`src/rtl/piso_tx_scheduler_pkg.sv`:
```
`default_nettype none
// ============================================================================
//  Module      : piso_tx_scheduler_pkg
//  Description : Shared constants and helpers for the PISO transmit
//                scheduler: FSM state encoding and a counter-width function.
//  Revision    : 1.0 - initial release
// ============================================================================
package piso_tx_scheduler_pkg;

  // Scheduler state encoding
  localparam logic [1:0] c_ST_IDLE  = 2'd0;
  localparam logic [1:0] c_ST_SHIFT = 2'd1;
  localparam logic [1:0] c_ST_GAP   = 2'd2;

  // Bits needed to hold values 0..value-1; never returns less than 1 so
  // that counters stay legal vectors even for degenerate sizes.
  function automatic int clog2(input int value);
    int r;
    r = 1;
    while ((1 << r) < value) begin
      r = r + 1;
    end
    return r;
  endfunction

endpackage : piso_tx_scheduler_pkg
`default_nettype wire

```
`src/rtl/piso_tx_scheduler_shift_core.sv`:
```
`default_nettype none
// ============================================================================
//  Module      : piso_shift_core
//  Description : Parallel-in / serial-out shift register, MSB first.
//                Load has priority over shift; shifting fills with zeros,
//                so the register drains to all-zero after WIDTH shifts.
//  Ports       : Clk         - rising-edge clock
//                Reset       - synchronous active-high clear
//                load        - capture Parallel_In
//                shift_en    - shift left by one, zero fill
//                Parallel_In - word to load
//                Serial_Out  - current MSB (registered)
//  Revision    : 1.0 - initial release
// ============================================================================
module piso_shift_core #(
  parameter int WIDTH = 4
) (
  input  logic             Clk,
  input  logic             Reset,
  input  logic             load,
  input  logic             shift_en,
  input  logic [WIDTH-1:0] Parallel_In,
  output logic             Serial_Out
);

  logic [WIDTH-1:0] r_shreg;

  always_ff @(posedge Clk) begin
    if (Reset) begin
      r_shreg <= '0;
    end else if (load) begin
      r_shreg <= Parallel_In;
    end else if (shift_en) begin
      r_shreg <= {r_shreg[WIDTH-2:0], 1'b0};
    end
  end

  assign Serial_Out = r_shreg[WIDTH-1];

endmodule : piso_shift_core
`default_nettype wire

```
`src/rtl/piso_tx_scheduler.sv`:
```
`default_nettype none
// ============================================================================
//  Module      : piso_tx_scheduler
//  Description : Arbitrates two word requesters (round robin) onto a single
//                shared PISO shifter, shifts words MSB first and inserts
//                IDLE_GAP idle cycles after every word.
//  Ports       : Clk, Reset              - clock, synchronous active-high reset
//                ReqN_Valid/Data/Ready   - per-requester handshake (N = 0,1)
//                Serial_Out/Serial_Valid - serial bit and its qualifier
//                Frame_Start             - first bit of a word
//                Grant_Id                - source of the word being shifted
//                Busy                    - scheduler not idle
//  Revision    : 1.0 - initial release
// ============================================================================
module piso_tx_scheduler
  import piso_tx_scheduler_pkg::*;
#(
  parameter int WIDTH    = 4,
  parameter int IDLE_GAP = 1
) (
  input  logic             Clk,
  input  logic             Reset,
  input  logic             Req0_Valid,
  input  logic [WIDTH-1:0] Req0_Data,
  output logic             Req0_Ready,
  input  logic             Req1_Valid,
  input  logic [WIDTH-1:0] Req1_Data,
  output logic             Req1_Ready,
  output logic             Serial_Out,
  output logic             Serial_Valid,
  output logic             Frame_Start,
  output logic             Grant_Id,
  output logic             Busy
);

  localparam int CW       = clog2(WIDTH);
  localparam int GW       = clog2(IDLE_GAP + 1);
  localparam int GAP_LOAD = (IDLE_GAP > 0) ? (IDLE_GAP - 1) : 0;

  localparam logic [CW-1:0] c_BIT_LAST = CW'(WIDTH - 1);
  localparam logic [GW-1:0] c_GAP_LOAD = GW'(GAP_LOAD);

  logic [1:0]       r_state;
  logic [CW-1:0]    r_bit_cnt;
  logic [GW-1:0]    r_gap_cnt;
  logic             r_ptr;          // 0 favours requester 0
  logic             r_grant_id;
  logic             r_serial_valid;
  logic             r_frame_start;
  logic             r_busy;

  logic             w_grant;
  logic             w_idle;
  logic             w_xfer;
  logic             w_shift;
  logic [1:0]       w_next_state;
  logic [WIDTH-1:0] w_data_sel;

  // --------------------------------------------------------------------------
  // Arbiter: a lone valid requester always wins; on contention the pointer
  // decides.
  // --------------------------------------------------------------------------
  always_comb begin
    w_grant = r_ptr;
    if (Req0_Valid && !Req1_Valid) begin
      w_grant = 1'b0;
    end else if (!Req0_Valid && Req1_Valid) begin
      w_grant = 1'b1;
    end
  end

  assign w_idle     = (r_state == c_ST_IDLE);
  assign w_shift    = (r_state == c_ST_SHIFT);
  assign Req0_Ready = w_idle && !w_grant && Req0_Valid;
  assign Req1_Ready = w_idle &&  w_grant && Req1_Valid;
  assign w_xfer     = Req0_Ready || Req1_Ready;
  assign w_data_sel = w_grant ? Req1_Data : Req0_Data;

  // --------------------------------------------------------------------------
  // Next-state logic
  // --------------------------------------------------------------------------
  always_comb begin
    w_next_state = r_state;
    case (r_state)
      c_ST_IDLE: begin
        if (w_xfer) begin
          w_next_state = c_ST_SHIFT;
        end
      end
      c_ST_SHIFT: begin
        if (r_bit_cnt == '0) begin
          w_next_state = (IDLE_GAP > 0) ? c_ST_GAP : c_ST_IDLE;
        end
      end
      c_ST_GAP: begin
        if (r_gap_cnt == '0) begin
          w_next_state = c_ST_IDLE;
        end
      end
      default: w_next_state = c_ST_IDLE;
    endcase
  end

  // --------------------------------------------------------------------------
  // State, counters, arbitration pointer and registered outputs. The framing
  // outputs are registered from the next state so they line up with the
  // shift register contents in the same cycle.
  // --------------------------------------------------------------------------
  always_ff @(posedge Clk) begin
    if (Reset) begin
      r_state        <= c_ST_IDLE;
      r_bit_cnt      <= '0;
      r_gap_cnt      <= '0;
      r_ptr          <= 1'b0;
      r_grant_id     <= 1'b0;
      r_serial_valid <= 1'b0;
      r_frame_start  <= 1'b0;
      r_busy         <= 1'b0;
    end else begin
      r_state        <= w_next_state;
      r_serial_valid <= (w_next_state == c_ST_SHIFT);
      r_frame_start  <= w_xfer;
      r_busy         <= (w_next_state != c_ST_IDLE);

      if (w_xfer) begin
        r_bit_cnt  <= c_BIT_LAST;
        r_grant_id <= w_grant;
        r_ptr      <= ~w_grant;
      end else if (w_shift) begin
        r_bit_cnt <= r_bit_cnt - 1'b1;
      end

      // Gap counter is preloaded on the last bit so GAP lasts IDLE_GAP cycles
      if (w_shift && (r_bit_cnt == '0)) begin
        r_gap_cnt <= c_GAP_LOAD;
      end else if ((r_state == c_ST_GAP) && (r_gap_cnt != '0)) begin
        r_gap_cnt <= r_gap_cnt - 1'b1;
      end
    end
  end

  // --------------------------------------------------------------------------
  // Shared shifter. Its zero fill guarantees Serial_Out is 0 outside SHIFT.
  // --------------------------------------------------------------------------
  piso_shift_core #(
    .WIDTH (WIDTH)
  ) u_shift_core (
    .Clk         (Clk),
    .Reset       (Reset),
    .load        (w_xfer),
    .shift_en    (w_shift),
    .Parallel_In (w_data_sel),
    .Serial_Out  (Serial_Out)
  );

  assign Serial_Valid = r_serial_valid;
  assign Frame_Start  = r_frame_start;
  assign Grant_Id     = r_grant_id;
  assign Busy         = r_busy;

endmodule : piso_tx_scheduler
`default_nettype wire
```
`config.mk`:
```
export PLATFORM = sky130hd
export DESIGN_NAME = piso_tx_scheduler
export DESIGN_NICKNAME = d
export VERILOG_FILES = /design/src/rtl/piso_tx_scheduler_pkg.sv /design/src/rtl/piso_tx_scheduler_shift_core.sv /design/src/rtl/piso_tx_scheduler.sv
export SDC_FILE = /design/constraint.sdc
export NUM_CORES = 1
export LEC_CHECK = 0
export CORE_MARGIN = 1.5
export CORE_UTILIZATION = 47
export DETAILED_ROUTE_END_ITERATION = 8
export PLACE_DENSITY = 0.86
export SETUP_SLACK_MARGIN = 0.2
export SLEW_MARGIN = 10
export SYNTH_ARGS = -nofsm -noshare
export SYNTH_HDL_FRONTEND = slang
export SYNTH_SLANG_ARGS = --single-unit
```
`constraint.sdc`:
```
create_clock -name Clk -period 2.9 [get_ports Clk]
set_input_delay 0.58 -clock Clk [delete_from_list [all_inputs] [get_ports Clk]]
set_output_delay 0.58 -clock Clk [all_outputs]
set_load 0.01 [all_outputs]
```
==> results.cfg <==
[run_status]
status = finished, final reports clean

[placement]
dp_hpwl_um = 1030
io_buffer_count = 18
place.gp.congestion = 0.756
placedCellCount = 100

[yosys]
synth_warnings = 0
ys_top_cells_by_area = dfxtp_1 (44%), a21oi_1 (6.3%), a211oi_1 (4.7%)
ys_types = 28
synth_async_sr_flop_share_pct = 0
syn_inst = 69
synth.most_common_cell = dfxtp_1
seq_area_frac_synth_pct = 43.8
syn-mean-instance-area_um2 = 9.27
netlist_area_um2 = 639
synth_edf_count = 0
synth.top_cell.area_share_pct = 43.8
synth_flop_cell = dfxtp_1
ys_seq_elements = 14
syn_nets = 82
yosys.area.top_type = dfxtp_1
synth_common_cells = dfxtp_1 (14), a21oi_1 (8), nor2_1 (5)

[detailed_routing]
drc = 0
vias = 617
dr.pass1.iters = 4
viasPerCell = 5.93
routed_wl_um = 1430
dr.first_iter.drc_count = 13
drtAntennaViolNets = 0
wire_per_inst_um = 13.8

[layout]
multiInputGateArea_um2 = 323
n_antenna_cell = 0
seq_area_um2 = 280
drive_gt1_share_pct = 10.1
final_core_util_pct = 67.5
syn2layout_area_growth_pct = 35.6
fillers = 106
fin_cells = 104
nets = 103

[sta]
rsz0062_at_grt = no
hold_viol = 0
clock_skew_ns = 0.00602
final.period_utilization_pct = 89.1
fmax_ghz = 0.387
tightest_slew_ns = 0.498
finalSetupViolCount = 0
period_needed_ns = 2.58
maxSlewViolCount = 0
relSlewSlack_pct = 66.7
fin_setup_tns_ns = 0

[clocking]
cts_tree = built
clkLatencyLatePin_ns = 0.28
cts.sinks = 14
cts-root-buf = clkbuf_4
ctsResizeCount = 1
clk_pin_slew_ns = 0.09
postCtsHoldBufs = 0
post_cts_buffers = 0
cts.htree.levels = 1
cts_made_buffers = 3
clock_path_buffers = 2

[floorplanning]
fp-row-count = 13
die-area_um2 = 1590
die_h_um = 39.9
core_area_um2 = 1280
fp.dieW_um = 39.9
start_util_pct = 49.8
ios = 19

[worst_setup_path]
critical_path_required_ns = 2.32
worst-setup-path-type = in -> out
critPathCaptureType = primary output
start_kind = primary input
crit_fanout = 9
regToRegSetupSlack_ns = 1.48
arrival_ns = 2.00

[run]
maxCapViolations = 0

[grt]
antenna_found_initial = 0
grt_pass1_vias = 510
grt_max_degree = 15
grt_pass1_wl_um = 2210
grt-ovfl-total = 0
grt_use_total_pct = 20.7

[pwr]
power.leakage_uw = 0.000332
total_power_uw = 479
power_density_nw_per_um2 = 553
ir_worst_vdd_uv = 263

[hold_path]
worstHoldPathType = reg -> reg
cells in the final DEF (no fill, tap or decap), drive strengths merged:
cell type | netlist | layout
clkdlybuf4s50 | 0 | 17
dfxtp | 14 | 14
a21oi | 8 | 8
nor2 | 5 | 5
inv | 4 | 4
a211oi | 4 | 4
clkbuf | 3 | 4
nand2 | 3 | 3
or3b | 3 | 3
nor2b | 2 | 2
and2 | 2 | 2
nand4b | 2 | 2
o2111a | 2 | 2
a22oi | 2 | 2
o32ai | 2 | 2
buf | 1 | 2
nand2b | 2 | 2
and3 | 1 | 1
nor3 | 1 | 1
or2 | 1 | 1
a221oi | 1 | 1
nor4bb | 1 | 1
a311oi | 1 | 1
a32oi | 1 | 1
or3 | 1 | 1
nor4b | 1 | 1
ha | 1 | 1
dlygate4sd2 | 0 | 1
flip-flops by register name, indices dropped and copies added, names as in the netlist:
name	count
r_ptr	1
u_shift_core.r_shreg	4
Grant_Id	1
Serial_Valid	1
Frame_Start	1
Busy	1
r_state	2
r_gap_cnt	1
r_bit_cnt	2
report_power, final:
part	internal [µW]	leakage [µW]	switching, µW	total [µW]
clock network	76.3	0.0000210	65.1	141
logic	60.8	0.000195	51.0	112
registers	213	0.000116	13.7	226
cell families after synthesis:
logic type / Yosys count / share of synthesized area, %
and+or+nand+nor: 25 / 24.5
DFF: 14 / 43.8
AOI/OAI and AO/OA: 21 / 23.7
buffers and inverters: 8 / 6.07
adders and majority gates: 1 / 1.96
metal layers:
metal  wire length [µm]  global-route usage [%]
met5                  0                       0
met4                  0                    5.17
met3                 56                    3.41
met2                734                    36.7
met1                640                    25.1
final timing paths:
path	start	end	cells after the start
setup / recovery	Req0_Valid	Req1_Ready	5
hold / removal	r_gap_cnt	r_gap_cnt	1
setup reg to reg	r_state[0]	u_shift_core.r_shreg[1]	3
hold reg to reg	r_gap_cnt	r_gap_cnt	1
per-stage QoR:
step / setup WS, ns / cell area [µm²] / hold slack (ns)
6_report: 0.315 / 867 / 0.473
5_1_grt: 0.260 / 867 / 0.493
3_3_place_gp: 0.215 / 830 / 0.456
4_1_cts: 0.228 / 865 / 0.478
2_1_floorplan: 1.04 / 639 / 0.444
3_5_place_dp: 0.204 / 830 / 0.464
worst max-delay path, stage by stage:
cell and delay (ns):
clkdlybuf4s50_1 0.42, buf_4 0.17, nand2b_2 0.13, and3_1 0.18, clkdlybuf4s50_1 0.53
area by class of cell:
| cell class | instances | area share [%] |
|---|---|---|
| Multi-Input combinational cell | 47 | 37.2 |
| Sequential cell | 14 | 32.3 |
| Timing Repair Buffer | 20 | 22.4 |
| Clock buffer | 4 | 4.18 |
| Tap cell | 15 | 2.16 |
| Inverter | 4 | 1.73 |
(Power assumes the default switching activity.)
